[src/rtl/rip_adder4_sequencer.sv]
// Operand-issue / result-capture stage around a clocked ripple adder whose
// inter-bit carries are registered. Operands are loaded from a valid/ready
// handshake, held on A/B/CIN until the carry chain has settled, then the
// adder's SUM/COUT is captured and offered downstream on a valid/ready
// handshake. A wrapping counter tracks delivered results.
module rip_adder4_sequencer #(
  parameter int WIDTH  = 4,
  parameter int SETTLE = 4,
  parameter int CNT_W  = 8
) (
  input  logic             CK,
  input  logic             RST,
  input  logic             in_valid,
  output logic             in_ready,
  input  logic [WIDTH-1:0] in_a,
  input  logic [WIDTH-1:0] in_b,
  input  logic             in_cin,
  output logic [WIDTH-1:0] A,
  output logic [WIDTH-1:0] B,
  output logic             CIN,
  input  logic [WIDTH-1:0] SUM,
  input  logic             COUT,
  output logic             out_valid,
  input  logic             out_ready,
  output logic [WIDTH-1:0] out_sum,
  output logic             out_cout,
  output logic             busy,
  output logic [CNT_W-1:0] op_count
);

  // Settle counter only needs to reach SETTLE-1; +1 keeps the width >= 1.
  localparam int CW = $clog2(SETTLE + 1);

  typedef enum logic [1:0] {
    IDLE = 2'd0,
    HOLD = 2'd1,
    WAIT = 2'd2
  } state_t;

  state_t           state_q, state_d;
  logic [CW-1:0]    cnt_q, cnt_d;
  logic [WIDTH-1:0] a_q, a_d;
  logic [WIDTH-1:0] b_q, b_d;
  logic             cin_q, cin_d;
  logic [WIDTH-1:0] out_sum_q, out_sum_d;
  logic             out_cout_q, out_cout_d;
  logic             out_valid_q, out_valid_d;
  logic [CNT_W-1:0] op_count_q, op_count_d;

  // Next-state logic: handshake bookkeeping first, then the FSM, so that a
  // capture in the same cycle as a transfer leaves out_valid asserted.
  always_comb begin
    state_d     = state_q;
    cnt_d       = cnt_q;
    a_d         = a_q;
    b_d         = b_q;
    cin_d       = cin_q;
    out_sum_d   = out_sum_q;
    out_cout_d  = out_cout_q;
    out_valid_d = out_valid_q;
    op_count_d  = op_count_q;

    if (out_valid_q && out_ready) begin
      out_valid_d = 1'b0;
      op_count_d  = op_count_q + CNT_W'(1);
    end

    case (state_q)
      IDLE: begin
        if (in_valid) begin
          a_d     = in_a;
          b_d     = in_b;
          cin_d   = in_cin;
          cnt_d   = CW'(SETTLE - 1);
          state_d = HOLD;
        end
      end
      HOLD: begin
        if (cnt_q != '0) begin
          cnt_d = cnt_q - CW'(1);
        end else if (!out_valid_q || out_ready) begin
          out_sum_d   = SUM;
          out_cout_d  = COUT;
          out_valid_d = 1'b1;
          state_d     = IDLE;
        end else begin
          state_d = WAIT;
        end
      end
      WAIT: begin
        if (out_ready) begin
          out_sum_d   = SUM;
          out_cout_d  = COUT;
          out_valid_d = 1'b1;
          state_d     = IDLE;
        end
      end
      default: begin
        state_d = IDLE;
      end
    endcase
  end

  // State and datapath registers; reset abandons any in-flight operation.
  always_ff @(posedge CK or posedge RST) begin
    if (RST) begin
      state_q     <= IDLE;
      cnt_q       <= '0;
      a_q         <= '0;
      b_q         <= '0;
      cin_q       <= 1'b0;
      out_sum_q   <= '0;
      out_cout_q  <= 1'b0;
      out_valid_q <= 1'b0;
      op_count_q  <= '0;
    end else begin
      state_q     <= state_d;
      cnt_q       <= cnt_d;
      a_q         <= a_d;
      b_q         <= b_d;
      cin_q       <= cin_d;
      out_sum_q   <= out_sum_d;
      out_cout_q  <= out_cout_d;
      out_valid_q <= out_valid_d;
      op_count_q  <= op_count_d;
    end
  end

  assign in_ready  = (state_q == IDLE);
  assign busy      = (state_q != IDLE);
  assign A         = a_q;
  assign B         = b_q;
  assign CIN       = cin_q;
  assign out_sum   = out_sum_q;
  assign out_cout  = out_cout_q;
  assign out_valid = out_valid_q;
  assign op_count  = op_count_q;

endmodule

[config.mk]
export PLATFORM = sky130hd
export DESIGN_NAME = rip_adder4_sequencer
export DESIGN_NICKNAME = d
export VERILOG_FILES = /design/src/rtl/rip_adder4_sequencer.sv
export SDC_FILE = /design/constraint.sdc
export NUM_CORES = 1
export LEC_CHECK = 0
export CAP_MARGIN = 20
export CORE_ASPECT_RATIO = 0.6
export CORE_MARGIN = 3
export CORE_UTILIZATION = 40
export CTS_CLUSTER_DIAMETER = 40
export DETAILED_ROUTE_END_ITERATION = 7
export GPL_TIMING_DRIVEN = 0
export PLACE_DENSITY = 0.81
export RECOVER_POWER = 100
export SLEW_MARGIN = 10
export SYNTH_ARGS = -nofsm -noshare
export SYNTH_HDL_FRONTEND = slang
export SYNTH_SLANG_ARGS = --single-unit
[constraint.sdc]
create_clock -name CK -period 1.6 [get_ports CK]
set_input_delay 0.16 -clock CK [delete_from_list [all_inputs] [get_ports CK]]
set_output_delay 0.16 -clock CK [all_outputs]
set_load 0.02 [all_outputs]
Word-level counts from Yosys, hierarchy flattened
Cells that the tools add are included.
W data, S select, Z words.
- reductions and logical operators: 12
- muxes and demuxes: 21
- equal/unequal tests: 7
- add/subtract/negate cells: 2
- operators with widths (kind ; count):
    $mux W4 ; 3
    $ne A2 B2 Y1 const B ; 5
    $add A8 B1 Y8 const B ; 1
    $mux W2 ; 4
    $pmux W4 S2 ; 1
    $mux W1 ; 7
    $mux W3 ; 2
    $pmux W2 S3 ; 1
    $pmux W3 S2 ; 1
    $reduce_and A3 Y1 ; 2
    $reduce_bool A2 Y1 ; 3
    $pmux W1 S2 ; 2
    $reduce_and A4 Y1 ; 1
    $reduce_bool A3 Y1 ; 1
    $sub A3 B1 Y3 const B ; 1
    $eq A2 B1 Y1 const B ; 1
    $eq A2 B2 Y1 const B ; 1
    $logic_not A2 Y1 ; 1
    $reduce_and A2 Y1 ; 1
    $logic_and A1 B1 Y1 ; 1
    $logic_not A1 Y1 ; 1
    $logic_or A1 B1 Y1 ; 1
- output and inout port bits: 25
- bits in registers: 28
- bits of input ports: 18
- word-level logic and storage cells: 51

Depth between registers and ports, before layout
Gate-level depths: netlist (run 1).
- depth in word-level cells: 5
- depth in mapped cells: 6
- mapped depth without buffers: 6

Worst setup path after synthesis (run 1)
OpenSTA, ideal clock, no wires.
- path type: reg2reg
- start point: register state_q[0]
- end point: register state_q[0]
- library setup time: 0.125 ns
- data required time: 1.475 ns
- cell stages (with the launch flop): 6
- period minus slack after synthesis: 1.534 ns
- arrival: 1.409 ns
- setup slack: 0.066 ns
- path through: dfrtp_1 -> inv_1 -> ha_1 -> nand2b_1 -> and2_1 -> mux2_4
- longest elaborated chain between the ends: 3
- ends and longest elaborated chain (element ; RTL line ; source):
    start, declared ; 40 ; state_t state_q, state_d;
    start signal, assigned ; 117 ; state_q <= state_d;
    $logic_not A2 Y1 * ; n/a ;
    net in_ready ; 14 ; output logic in_ready,
    $ne A2 B2 Y1 (no line) ; n/a ;
    $reduce_and A3 Y1 (no line) ; n/a ;
The timed path passes the listed nets; every way through them passes the cells marked *.
A chain may end at the register's enable or synchronous reset.

Worst setup path in the final report (run 1)
- start point: register cnt_q[0]
- end point: register state_q[0]
- longest elaborated chain between the ends: 3
- ends and longest elaborated chain (element ; RTL line ; source):
    start, declared ; 41 ; logic [CW-1:0] cnt_q, cnt_d;
    start signal, assigned ; 118 ; cnt_q <= cnt_d;
    $reduce_bool A3 Y1 ; 79 ; if (cnt_q != '0) begin
    $ne A2 B2 Y1 (no line) ; n/a ;
    $reduce_and A3 Y1 (no line) ; n/a ;
Every way passes these cells.

==> results of run 1 <==
-- final cells by class --
| type | count | area, sq um | share of cell area |
|---|---|---|---|
| multi-input cells | 71 | 617 | 0.326 |
| well taps | 42 | 52.6 | 0.0278 |
| flip-flops and latches | 28 | 701 | 0.371 |
| clock buffers | 4 | 55.1 | 0.0291 |
| inverters | 7 | 26.3 | 0.0139 |
| repair buffers | 45 | 438 | 0.232 |
-- per-layer routing --
layer | vias up | wire, um | global-route usage
met5 | - | 0 | 0
met4 | 0 | 23 | 0.0449
met3 | 2 | 173 | 0.0538
met2 | 25 | 1350 | 0.260
met1 | 467 | 1180 | 0.171
li1 | 454 | - | -
-- through the flow --
stage / power [mW] / worst slack (ns) / util / TNS, ns / hold WS (ns)
final: 3.33 / 0.0605 / 0.633 / 0 / 0.222
after CTS: 3.32 / 0.00830 / 0.619 / 0 / 0.467
after global placement: 2.76 / -0.0181 / 0.596 / -0.0812 / 0.468
after floorplan: 2.14 / 0.0658 / - / 0 / 0.225
after global routing: 3.54 / -0.0201 / 0.633 / -0.0833 / 0.248
after detailed placement: 2.85 / -0.0751 / 0.596 / -0.358 / 0.468
-- power groups by stage --
stage | sequential, mW | clock (mW) | combinational, mW
floorplan | 1.40 | 0 | 0.743
global placement | 1.13 | 0 | 1.63
detailed placement | 1.16 | 0 | 1.69
CTS | 1.14 | 0.442 | 1.73
global route | 1.17 | 0.464 | 1.91
finish | 1.13 | 0.426 | 1.77
-- synthesized netlist by cell type (2+ instances only) --
cell type	number
nor2_1	6
mux2_2	10
mux2_1	5
nand2_1	8
inv_1	7
o21ai_0	4
xnor2_1	5
nor2b_1	4
nand3_1	3
dfrtp_1	28
xor2_1	2
ha_1	7
a21oi_1	3
-- critical path: cells and delay by family (launching register included) --
kind,cells,cell delay [ns]
AOI/OAI and AO/OA,1,0.18
adders and majority gates,1,0.17
buffers and inverters,1,0.13
DFF,1,0.41
muxes,1,0.29
and+or+nand+nor,2,0.26
-- cell usage in the layout, fill, tap and decap left out --
| cell type | n |
|---|---|
| nor2_1 | 6 |
| nand3_1 | 3 |
| mux2_4 | 6 |
| dlygate4sd2_1 | 2 |
| o21a_1 | 1 |
| nor3_1 | 1 |
| xnor2_1 | 5 |
| clkbuf_8 | 4 |
| ha_2 | 2 |
| mux2_2 | 10 |
| o2bb2ai_1 | 1 |
| mux2i_1 | 1 |
| and3_1 | 1 |
| ha_1 | 4 |
| o21ai_0 | 4 |
| nand4_1 | 1 |
| dlygate4sd3_1 | 19 |
| clkbuf_2 | 1 |
| a21oi_4 | 1 |
| inv_1 | 6 |
| buf_4 | 2 |
| o22ai_1 | 1 |
| nand2b_1 | 1 |
| nand2_1 | 8 |
| inv_2 | 1 |
| nand3_4 | 1 |
| and2_4 | 1 |
| ha_4 | 1 |
| clkdlybuf4s50_1 | 21 |
| dfrtp_1 | 28 |
| xor2_1 | 2 |
| nand3b_1 | 1 |
| a21oi_1 | 3 |
| nand2b_4 | 1 |
| nor2b_1 | 4 |
-- kinds of logic (layout without fill, tap and decap cells) --
family,Yosys count,in the layout,share of synthesized area
DFF,28,28,0.537
and+or+nand+nor,29,29,0.124
buffers and inverters,7,56,0.0201
adders and majority gates,7,7,0.0671
AOI/OAI and AO/OA,11,11,0.0566
xor gates and xnor gates,7,7,0.0470
muxes,17,17,0.149
-- path summary, 6_finish.rpt --
| path | start | endpoint | slack (ns) | depth (start not counted) |
|---|---|---|---|---|
| max | cnt_q[0] | state_q[0] | 0.06 | 6 |
| min | RST | op_count[6] | 0.22 | 2 |
| max reg2reg | cnt_q[0] | state_q[0] | 0.06 | 6 |
| min reg2reg | op_count[7] | op_count[7] | 0.48 | 1 |
| max in group asynchronous | RST | state_q[0] | 0.58 | 3 |
| min in group CK | op_count[7] | op_count[7] | 0.48 | 1 |
-- sequential cells by signal, summed over array words and instances (netlist names) --
signal and cells:
cnt_q 3, op_count 8, state_q 2, A 4
out_cout 1, out_sum 4, out_valid 1, CIN 1
B 4
-- what timing repair did --
item	in CTS	in global routing
endpoints found under the setup margin	11	10
pin swaps	0	1
buffers inserted	1	1
gates resized for setup	6	7
==> results.md, run 1 <==
- Status: finished, final reports clean
- WL/cell: 13.9 um
- CTS max path bufs: 2
- TritonCTS clock tree: built
- Die Ht: 50.2 um
- Diodes inserted: 0
- CP endpoint kind: flip-flop
- Finished Layout Cells: 197
- CP startpoint kind: flip-flop
- DP Area: 0.00178 sq mm
- Crit Path Class: reg -> reg
- Number of synthesized flops with an enable pin: 0
- Worst-Skew Late Latency: 0.27 ns
- Maximum VDD drop: 882 uV
- Ys async rst share: 1.00
- Final-stage net count: 181
- Clk root buf: clkbuf_8
- GR Util All Layers: 0.149
- Max incr delay on CP: 0.41 ns
- MaxCap Viol Count: 0
- CP required: 1.76 ns
- Switching power: 1.22 mW
- Slew headroom: 0.620
- Critical Path Fanout Max: 5
- Clock-pin slew on the worst setup and hold paths: 0.09 ns
- Clock skew: 0.00212 ns
- Vias/cell: 4.81
- RSZ-0062 raised after global routing: true
- Gr ovfl total: 0
- Std cell rows: 15
- # setup viols final: 0
- Antenna Nets Post-Route: 0
- Drt pass-1 iters: 4
- Area contributors post-synth: dfrtp_1, mux2_2, ha_1
- Synthesized instance count: 106
- Layout Area Growth over Synthesis: 44.8%
- H-tree depth: 1
- Post-Syn Area: 0.00131 sq mm
- Largest net degree at the start of global routing: 29
- Main synth FF type: dfrtp_1
- HP Class: in -> async
- Initial antenna violation count: 0
- Syn avg cell area: 12.3 sq um
- Initial Util: 0.437
- PortBufs: 42
- Syn Nets: 131
- Crit path DAT: 1.70 ns
- Filler cell count: 238
- Vias in the first global route: 1043
- Clock Sinks: 28
- Fin. Hold Viols: 0
- Slew @ Worst Pin: 0.569 ns
- Crit path cell chain: inv_1 > ha_4 > nand2b_4 > a21oi_4 > and2_4 > mux2_4
- Synth warn: 0
- Cell with the largest stage delay on the worst path: dfrtp_1
- # IOs: 43
- Register share of total power: 0.340
- Placed Cells: 190
- Post-route DRC: 0
- Routed WL: 2730 um
- Pint: 2.11 mW
- Ratio of cells with drive above 1 in the final layout: 0.200
- Sw frac: 0.367
- Final number of max-transition violations: 0
- Power Density: 1760 mW/mm^2
- CORE AREA: 0.00298 sq mm
- Combinational share of power: 0.531
- Sequential share of the synthesized area: 0.537
- Global-route wire length before repair: 4670 um
- Num CTS Buffers: 3
- Leak: 0.852 nW
- Yosys cell types: 27
- Leading area contributor after synthesis: dfrtp_1
- DIE AREA: 0.00401 sq mm
- Placed wire-length estimate: 2090 um
- Clock share of power: 0.128
- Initial drt markers: 22
- Die Wd: 79.7 um
- Final Cycle Share: 0.962
- Final instance area: 0.00189 sq mm
- Synth top area share: 0.537
- DR vias: 948
- Min Tclk post-route: 1.54 ns
- Max Fclk: 650 MHz
- Hold_buf cts: 0
- Gpl congestion: 0.863
- Synthesized flop and latch total: 28
Note: power is estimated with default switching activity, not from simulation.
==> run 2, diff against run 1 <==
--- a/config.mk
+++ b/config.mk
@@ -6,7 +6,7 @@
 export NUM_CORES = 1
 export LEC_CHECK = 0
 export CAP_MARGIN = 20
-export CORE_ASPECT_RATIO = 0.6
+export CORE_ASPECT_RATIO = 0.7
 export CORE_MARGIN = 3
 export CORE_UTILIZATION = 40
 export CTS_CLUSTER_DIAMETER = 40
@@ -18,3 +18,4 @@
 export SYNTH_ARGS = -nofsm -noshare
 export SYNTH_HDL_FRONTEND = slang
 export SYNTH_SLANG_ARGS = --single-unit
+export TNS_END_PERCENT = 20
==> run 2 against run 1 <==
Sequential power is essentially flat. Power grew 1.4%. Clock-buffer cell count shrank 1. Largest cell class unchanged. Via count shrank 1.6%. Non-clock buffer count is the same. Cell area shrank 0.86%. Sequential share of layout area grew 0.32 points. Clock skew grew 0.0014 ns. Critical path type is now reg -> out.
==> results.md, run 2 (synthesis results as in run 1) <==
- Status: finished, final reports clean
- Hold Worst Slack: 0.318 ns (+0.0958 ns)
- CP endpoint kind: primary output
- Initial Util: 0.443 (+0.00614)
- Crit path DAT: 1.41 ns (-0.29 ns)
- Initial drt markers: 66 (+200%)
- Gr ovfl total: 0 (unchanged)
- TritonCTS clock tree: built
- Final worst slack: 0.0334 ns (-0.0271 ns)
- Largest net degree at the start of global routing: 29 (unchanged)
- Clock Sinks: 28 (unchanged)
- Max reg flops: 8 (unchanged)
- CP startpoint kind: flip-flop
- Slew @ Worst Pin: 0.438 ns (-0.131 ns)
- Post-route DRC: 0 (unchanged)
- Layout Area Growth over Synthesis: 43.5%
- Ratio of cells with drive above 1 in the final layout: 0.214 (+0.0143)
- Worst-Skew Late Latency: 0.27 ns (about the same)
- GR Util All Layers: 0.144 (-0.00443)
- Global-route wire length before repair: 4320 um (-7.5%)
- Final Cycle Share: 0.979 (+0.0169)
- Antenna Nets Post-Route: 0 (unchanged)
- DR vias: 933 (-1.6%)
- PortBufs: 42 (unchanged)
- R2R Setup Slk: 0.04 ns (-0.02 ns)
- Min Tclk post-route: 1.57 ns (+0.0271 ns)
- Leading cell type in the layout, fill and taps excluded: clkdlybuf4s50_1
- Multi-input gate area: 622 sq um (+0.81%)
- MaxCap Viol Count: 0 (unchanged)
- RR Endpoint: out_sum[3]
- Critical Path Fanout Max: 6 (+1)
- # setup viols final: 0 (unchanged)
- Num CTS Buffers: 3 (unchanged)
- Routed WL: 2740 um (+0.55%)
- Max Fclk: 638 MHz (-1.7%)
- Finished Layout Cells: 190 (-3.6%)
- HP Class: in -> async
- Initial antenna violation count: 0 (unchanged)
- Clock-pin slew on the worst setup and hold paths: 0.09 ns (about the same)
- RSZ-0062 raised after global routing: true
- H-tree depth: 1 (unchanged)
- Final-stage net count: 181 (unchanged)
- Leak: 0.826 nW (-3.1%)
- FF/Latch Area: 701 sq um (unchanged)
- Placed wire-length estimate: 2110 um (+1.1%)
- WL/cell: 14.4 um (+4.3%)
- Hold_buf cts: 0 (unchanged)
- Std cell rows: 16 (+1)
- # IOs: 43 (unchanged)
- Clk root buf: clkbuf_8
- Vias in the first global route: 1019 (-2.3%)
- Placed Cells: 184 (-3.2%)
- CORE AREA: 0.00294 sq mm (-1.4%)
- Maximum VDD drop: 1130 uV (+28%)
- Crit Path Class: reg -> out
- Filler cell count: 225 (-5.5%)
- CTS max path bufs: 2 (unchanged)
- R2r startpoint: state_q[1]
- Place WS: -0.0562 ns (+0.0189 ns)
- Gpl congestion: 0.777 (-10%)
- Diodes inserted: 0 (unchanged)
- Final Total Pwr: 3.38 mW (+1.4%)
- DIE AREA: 0.00399 sq mm (-0.29%)
- Power Density: 1800 mW/mm^2 (+2.3%)
- Clock skew: 0.00353 ns (+0.00142 ns)
- Most frequent cells in the layout: clkdlybuf4s50_1, dfrtp_1, mux2_2
- Slew headroom: 0.708 (+0.0876)
- Vias/cell: 4.91 (+2.0%)
- Die Wd: 74.3 um (-6.9%)
- R2r worst-path depth: 5 (-1)
- Final number of max-transition violations: 0 (unchanged)
- CP required: 1.44 ns (-0.32 ns)
- Die Ht: 53.8 um (+7.1%)
- Drt pass-1 iters: 4 (unchanged)
- Fin. Hold Viols: 0 (unchanged)
-- run 2: through the flow --
step                 util   TNS, ns  cell area, sq um
finish              0.636         0              1870
global route        0.636    -0.342              1870
CTS                 0.618         0              1820
detailed placement  0.602    -0.227              1770
global placement    0.602  -0.00191              1770
floorplan               -         0              1310
-- run 2: worst max path at each step --
stage                 end  depth (start not counted)        from  slack, ns
2_1_floorplan  state_q[0]                          5  state_q[0]       0.07
3_3_place_gp   state_q[0]                          6    cnt_q[0]     -0.002
3_5_place_dp   state_q[0]                          6    cnt_q[0]      -0.06
4_1_cts        out_sum[1]                          6    cnt_q[0]     0.0004
5_1_grt              busy                          4  state_q[1]      -0.07
6_report             busy                          4  state_q[1]       0.03
-- run 2: metal layers --
layer | part of all wire | wire length [um] | track usage | vias up
met5 | 0 | 0 | 0 | -
met4 | 0.0062 | 17 | 0.0355 | 0
met3 | 0.077 | 210 | 0.0541 | 3
met2 | 0.47 | 1290 | 0.246 | 29
met1 | 0.45 | 1220 | 0.175 | 447
li1 | - | - | - | 454
-- run 2: final cells by class --
cell class,instances,share of cell area
inverter,7,0.0140
clock buffer,3,0.0220
sequential,28,0.374
timing repair buffer,45,0.234
multi-input combinational,71,0.332
tap,36,0.0240
-- run 2: what timing repair did --
item | in CTS | in global routing
pin swaps | 1 | 1
gates resized for setup | 7 | 9
endpoints found under the setup margin | 10 | 8
setup buffers | 0 | 2
-- run 2: power breakdown --
group          internal (mW)  switching (mW)
sequential             0.972           0.179
clock                  0.169           0.202
combinational          0.990           0.866
total                   2.13            1.25
-- run 2: critical path, stage by stage (launching register included) --
cell           delay [ns]
dfrtp_1              0.40
inv_1                0.13
ha_2                 0.25
inv_1                0.04
dlygate4sd2_1        0.31
